### src/rtl/uart_boot_loader_ctrl.sv
// uart_boot_loader_ctrl
//   Sequences a program download from the UART receiver. Bytes are framed as
//   [LEN][PAYLOAD x LEN][XOR-CHK]. Payload bytes go to the instruction memory.
//   The CPU is held until a complete image with a good checksum has been loaded.
//
// Ports
//   Clk, Reset       system clock; asynchronous active-high reset
//   Load             download switch (asynchronous level); a rising edge starts a session
//   rx_valid/rx_data one-cycle received-byte strobe and its data
//   rx_fe            framing error, sampled only together with rx_valid
//   mem_we/addr/wdata instruction-memory write port (one clock after the byte)
//   cpu_hold         1 = CPU stalled (every state except DONE)
//   cpu_rst          one-cycle CPU reset pulse on entry to DONE
//   busy, done       session in progress / image loaded
//   err_code         0 none, 1 bad LEN, 2 checksum, 3 framing, 4 timeout
//   bytes_loaded     payload bytes written in this session
module uart_boot_loader_ctrl #(
  parameter int unsigned DEPTH   = 32,
  parameter int unsigned AW      = 5,
  parameter int unsigned TIMEOUT = 104120
) (
  input  logic          Clk,
  input  logic          Reset,
  input  logic          Load,
  input  logic          rx_valid,
  input  logic [7:0]    rx_data,
  input  logic          rx_fe,
  output logic          mem_we,
  output logic [AW-1:0] mem_addr,
  output logic [7:0]    mem_wdata,
  output logic          cpu_hold,
  output logic          cpu_rst,
  output logic          busy,
  output logic          done,
  output logic [2:0]    err_code,
  output logic [AW:0]   bytes_loaded
);

  localparam int unsigned TW = $clog2(TIMEOUT);

  typedef enum logic [2:0] {
    S_IDLE, S_LEN, S_DATA, S_CHK, S_DONE, S_ERROR
  } state_t;

  typedef enum logic [2:0] {
    ERR_NONE    = 3'd0,
    ERR_LEN     = 3'd1,
    ERR_CHK     = 3'd2,
    ERR_FRAME   = 3'd3,
    ERR_TIMEOUT = 3'd4
  } err_t;

  state_t          state_q, state_d;
  err_t            err_q, err_d;
  logic [AW:0]     len_q, len_d;
  logic [AW:0]     cnt_q, cnt_d;
  logic [7:0]      chk_q, chk_d;
  logic [TW-1:0]   timer_q, timer_d;
  logic            we_q, we_d;
  logic [AW-1:0]   addr_q, addr_d;
  logic [7:0]      wdata_q, wdata_d;
  logic            cpu_rst_q, cpu_rst_d;
  logic            load_meta_q, load_sync_q, load_prev_q;
  logic            start;

  // Load is asynchronous: two flops for metastability, a third for edge detect
  always_ff @(posedge Clk or posedge Reset) begin
    if (Reset) begin
      load_meta_q <= 1'b0;
      load_sync_q <= 1'b0;
      load_prev_q <= 1'b0;
    end else begin
      load_meta_q <= Load;
      load_sync_q <= load_meta_q;
      load_prev_q <= load_sync_q;
    end
  end

  assign start = load_sync_q & ~load_prev_q;

  always_ff @(posedge Clk or posedge Reset) begin
    if (Reset) begin
      state_q   <= S_IDLE;
      err_q     <= ERR_NONE;
      len_q     <= '0;
      cnt_q     <= '0;
      chk_q     <= '0;
      timer_q   <= '0;
      we_q      <= 1'b0;
      addr_q    <= '0;
      wdata_q   <= '0;
      cpu_rst_q <= 1'b0;
    end else begin
      state_q   <= state_d;
      err_q     <= err_d;
      len_q     <= len_d;
      cnt_q     <= cnt_d;
      chk_q     <= chk_d;
      timer_q   <= timer_d;
      we_q      <= we_d;
      addr_q    <= addr_d;
      wdata_q   <= wdata_d;
      cpu_rst_q <= cpu_rst_d;
    end
  end

  always_comb begin
    state_d = state_q;
    err_d   = err_q;
    len_d   = len_q;
    cnt_d   = cnt_q;
    chk_d   = chk_q;
    timer_d = timer_q;
    we_d    = 1'b0;
    addr_d  = addr_q;
    wdata_d = wdata_q;

    if (start) begin
      // start has priority over any byte arriving in the same cycle
      state_d = S_LEN;
      err_d   = ERR_NONE;
      cnt_d   = '0;
      chk_d   = '0;
      timer_d = '0;
    end else begin
      case (state_q)
        S_LEN, S_DATA, S_CHK: begin
          timer_d = timer_q + 1'b1;
          if (rx_valid) begin
            // a byte in the expiry cycle still counts, so test rx_valid first
            timer_d = '0;
            if (rx_fe) begin
              state_d = S_ERROR;
              err_d   = ERR_FRAME;
            end else begin
              case (state_q)
                S_LEN: begin
                  if (rx_data == 8'd0 || 32'(rx_data) > DEPTH) begin
                    state_d = S_ERROR;
                    err_d   = ERR_LEN;
                  end else begin
                    len_d   = rx_data[AW:0];
                    state_d = S_DATA;
                  end
                end
                S_DATA: begin
                  // payload index doubles as the write address; LEN <= DEPTH
                  // keeps it inside the memory without wrapping
                  we_d    = 1'b1;
                  addr_d  = cnt_q[AW-1:0];
                  wdata_d = rx_data;
                  chk_d   = chk_q ^ rx_data;
                  cnt_d   = cnt_q + 1'b1;
                  if (cnt_d == len_q) begin
                    state_d = S_CHK;
                  end
                end
                default: begin
                  if (rx_data == chk_q) begin
                    state_d = S_DONE;
                  end else begin
                    state_d = S_ERROR;
                    err_d   = ERR_CHK;
                  end
                end
              endcase
            end
          end else if (timer_q == TW'(TIMEOUT - 1)) begin
            state_d = S_ERROR;
            err_d   = ERR_TIMEOUT;
          end
        end
        default: ;
      endcase
    end

    cpu_rst_d = (state_d == S_DONE) && (state_q != S_DONE);
  end

  assign mem_we       = we_q;
  assign mem_addr     = addr_q;
  assign mem_wdata    = wdata_q;
  assign cpu_rst      = cpu_rst_q;
  assign cpu_hold     = (state_q != S_DONE);
  assign done         = (state_q == S_DONE);
  assign busy         = (state_q == S_LEN) || (state_q == S_DATA) || (state_q == S_CHK);
  assign err_code     = err_q;
  assign bytes_loaded = cnt_q;

endmodule

### config.mk
export PLATFORM = sky130hd
export DESIGN_NAME = uart_boot_loader_ctrl
export DESIGN_NICKNAME = d
export VERILOG_FILES = /design/src/rtl/uart_boot_loader_ctrl.sv
export SDC_FILE = /design/constraint.sdc
export NUM_CORES = 1
export LEC_CHECK = 0
export ABC_CLOCK_PERIOD_IN_PS = 3400
export CAP_MARGIN = 20
export CORE_ASPECT_RATIO = 1.4
export CORE_MARGIN = 8
export CORE_UTILIZATION = 35
export CTS_CLUSTER_DIAMETER = 40
export DETAILED_ROUTE_END_ITERATION = 8
export PLACE_DENSITY = 0.51
export SLEW_MARGIN = 20
export SYNTH_ARGS = -nofsm -noshare
export SYNTH_HDL_FRONTEND = slang
export SYNTH_SLANG_ARGS = --single-unit
### constraint.sdc
create_clock -name Clk -period 3.4 [get_ports Clk]
set_input_delay 1.02 -clock Clk [delete_from_list [all_inputs] [get_ports Clk]]
set_output_delay 1.02 -clock Clk [all_outputs]
set_load 0.005 [all_outputs]
==> metrics.md <==
| Metric | Value |
|---|---|
| Worst IR Drop VDD | `0.281 mV` |
| Vias in the first global route | `2518` |
| Flops & latches, synth | `61` |
| Least-Margin Pin Slew | `0.487 ns` |
| Reg2reg end | `cpu_rst$_DFF_PP0_` |
| R2R depth | `7` |
| Sequential share of power | `42.7%` |
| Setup TNS | `0 ns` |
| Pre-CTS setup slack | `0.165 ns` |
| CTS root buf | `clkbuf_16` |
| H-tree Lvls | `3` |
| First-pass detailed-route iteration total | `4` |
| Top Family by Delay on Critical Path | `buffers and inverters` |
| CP Max Fanout | `13` |
| Crit path max-delay cell type | `clkdlybuf4s50_1` |
| Max-cap violations | `0` |
| Sink Count | `61` |
| Unrepaired setup endpoints after global routing | `false` |
| Worst r2r src | `bytes_loaded[0]$_DFFE_PP0P_` |
| Die Y | `127 µm` |
| Average cell area after synthesis | `9.43 µm²` |
| Main synth FF type | `dfrtp_1` |
| Final ANT Viol Nets | `0` |
| Final setup fails | `0` |
| Cts bufs inserted | `9` |
| Setup crit start | `state_q[2]$_DFF_PP0_` |
| Post-Synthesis Cells | `326` |
| Largest net degree at the start of global routing | `62` |
| Number of gates resized after cts | `0` |
| Slew HR | `67.5%` |
| Fin crit share | `85.6%` |
| Gpl congestion | `0.764` |
| Post-route insts no fill | `482` |
| Power density over the cells | `470 nW/µm²` |
| Pleak | `1.78 nW` |
| DRC Markers | `0` |
| Final slew viol count | `0` |
| Worst Path Required | `2.38 ns` |
| Routed len/inst | `15.2 µm` |
| Gate power share | `10.1%` |
| Area leader, netlist | `dfrtp_1` |
| Die Wd | `95.2 µm` |
| Worst Path Class, Setup | `flop to primary output` |
| Fill cell count | `829` |
| Ys async rst share | `100%` |
| CP max stage delay | `0.54 ns` |
| Number of buffers added for setup after CTS | `0` |
| Fraction of layout cells with a size suffix above 1 | `10.9%` |
| Area of the multi-input gates | `1450 µm²` |
| Clock Power Share | `47.1%` |
| Share of the synthesized area in the top cell type | `49.7%` |
| Via count normalized by instance count | `4.96` |
| Sw Ratio | `23.5%` |
| Port Buffers | `39` |
| Status | `finished clean` |
| Final hold vios | `0` |
| Seq/Total Area, Yosys | `49.7%` |
| WHS | `0.344 ns` |
| Worst setup path endpoint | `busy` |
| CTS Buffer Depth | `2` |
| Initial DRC count | `84` |
| Die ar. | `12100 µm²` |
| Grt total ovfl | `0` |
| Core area | `8560 µm²` |
| Register area | `1530 µm²` |
| Row count | `40` |
| Final core occ | `45.7%` |
| Clock-pin slew on the worst setup and hold paths | `0.05 ns` |
| Internal Power | `1.41 mW` |
| Final worst slack | `0.491 ns` |
| Design Area, Final | `3910 µm²` |
| Tot GR Track Use | `13.5%` |
| WL final | `7320 µm` |
| Ports | `40` |
| Worst R2R Setup Slack | `1.23 ns` |
| Worst Hold Class | `flop to flop` |
| Final Power | `1.84 mW` |
| Diodes inserted | `0` |
| Critical Path Source Type | `flop` |
| Via Count | `2393` |
| Yosys cell types | `51` |
| Area Growth Syn to Fin | `27.3%` |
| Maximum clock rate | `0.344 GHz` |
| Syn_nets | `341` |
| Min cycle time layout | `2.91 ns` |
| DP Area | `3630 µm²` |
| Synth area leaders | `dfrtp_1 50%, nand2_1 7.9%, xor2_1 6.3%` |
| Bufs and invs on worst path | `3` |
| Worst path depth | `4` |
| Global-route wire length before repair | `12700 µm` |
| Number of buffers inserted by hold repair at cts | `0` |
| Initial antenna violation count | `0` |
| Area of the mapped netlist | `3070 µm²` |
| Worst skew pair latency | `0.32 ns` |
| CTS tree | `done` |
| Detailed placement HPWL | `5210 µm` |
| Sw Pwr | `432 µW` |
| Worst path arrival time | `1.89 ns` |
| Final #Nets | `388` |
| Number of synthesized flops with an enable pin | `0` |
| Critical Path End Type | `primary output` |
| Synth Warn # | `0` |
| Initial Utilization | `35.9%` |
| Clock Skews | `0.00530 ns` |
| Placed insts | `467` |
| Critical path cell sequence | `o21bai_1, buf_4, inv_1, clkdlybuf4s50_1` |
## worst reg2reg max path, cell delays in order, from the launching register on
cell and delay (ns):
dfrtp_1 0.46, ha_1 0.27, nand2b_1 0.17, o211ai_1 0.08, or3b_1 0.35, a2111oi_0 0.43
o22a_1 0.23, nor3b_1 0.06
## layer usage
metal | share of wire (%) | track usage (%)
met4 | 1.3 | 5.17
met1 | 45 | 16.4
met2 | 50 | 22.0
met5 | 0 | 0
met3 | 3.3 | 3.66
## power by group through the flow
stage / combinational, mW / clock [mW] / sequential, mW
3_5_place_dp: 0.191 / 0 / 0.799
2_1_floorplan: 0.116 / 0 / 0.785
5_1_grt: 0.211 / 0.932 / 0.790
4_1_cts: 0.191 / 0.893 / 0.787
3_3_place_gp: 0.189 / 0 / 0.800
6_report: 0.186 / 0.868 / 0.786
## cells in the final DEF (no fill, tap or decap), types with 2 or more instances in the layout
| master | netlist | final |
|---|---|---|
| and3_1 | 5 | 5 |
| inv_1 | 7 | 6 |
| nor3_1 | 6 | 6 |
| nand3_1 | 8 | 8 |
| xor2_1 | 22 | 22 |
| nand2_1 | 65 | 65 |
| buf_4 | 0 | 11 |
| xnor2_1 | 15 | 15 |
| dfrtp_1 | 61 | 61 |
| o21ai_0 | 4 | 4 |
| a21oi_1 | 12 | 12 |
| or3_1 | 3 | 3 |
| nand4_1 | 8 | 8 |
| clkdlybuf4s50_1 | 0 | 39 |
| clkbuf_16 | 0 | 9 |
| and4_1 | 3 | 3 |
| nor2b_1 | 2 | 2 |
| o211ai_1 | 4 | 4 |
| clkinv_2 | 0 | 3 |
| mux2i_1 | 3 | 3 |
| nor2_1 | 41 | 41 |
| nand2b_1 | 6 | 6 |
| nor3b_1 | 2 | 2 |
| mux2_2 | 6 | 6 |
| ha_1 | 2 | 2 |
## cell families after synthesis
kind of cell	after synthesis	share of synthesized area, %
fa+ha+maj	2	0.814
buf+inv	22	3.05
mux	9	3.17
simple gates	160	24.5
xor+xnor	37	10.5
flops	61	49.7
compound gates	35	8.22
## how the worst min path moves through the flow
stage                     depth (start not counted)                    end                  start
final                                             0  load_sync_q$_DFF_PP0_  load_meta_q$_DFF_PP0_
after global routing                              0  load_sync_q$_DFF_PP0_  load_meta_q$_DFF_PP0_
after CTS                                         0  load_sync_q$_DFF_PP0_  load_meta_q$_DFF_PP0_
after detailed placement                          0  load_sync_q$_DFF_PP0_  load_meta_q$_DFF_PP0_
after global placement                            0  load_sync_q$_DFF_PP0_  load_meta_q$_DFF_PP0_
after floorplan                                   0  load_sync_q$_DFF_PP0_  load_meta_q$_DFF_PP0_
## sequential cells by signal, indices dropped and copies added, names as in the netlist
register,count
load_meta_q,1
load_prev_q,1
err_code,3
len_q,6
chk_q,8
state_q,3
cpu_rst,1
mem_we,1
mem_addr,5
bytes_loaded,6
mem_wdata,8
timer_q,17
load_sync_q,1
## area by class of cell
class | count | area share (%)
timing repair buffer | 51 | 12.6
inverter | 7 | 0.672
clock buffer | 10 | 5.85
sequential | 61 | 39.0
multi-input combinational | 243 | 37.2
tap | 105 | 3.36
clock inverter | 5 | 1.34
## cell usage after synthesis, types with 3 or more instances
| master | instances |
|---|---|
| a21oi_1 | 12 |
| and3_1 | 5 |
| and4_1 | 3 |
| buf_2 | 3 |
| clkbuf_1 | 10 |
| dfrtp_1 | 61 |
| inv_1 | 7 |
| mux2_2 | 6 |
| mux2i_1 | 3 |
| nand2_1 | 65 |
| nand2b_1 | 6 |
| nand3_1 | 8 |
| nand4_1 | 8 |
| nor2_1 | 41 |
| nor3_1 | 6 |
| o211ai_1 | 4 |
| o21ai_0 | 4 |
| or3_1 | 3 |
| xnor2_1 | 15 |
| xor2_1 | 22 |
Note: power is estimated with default switching activity, not from simulation.
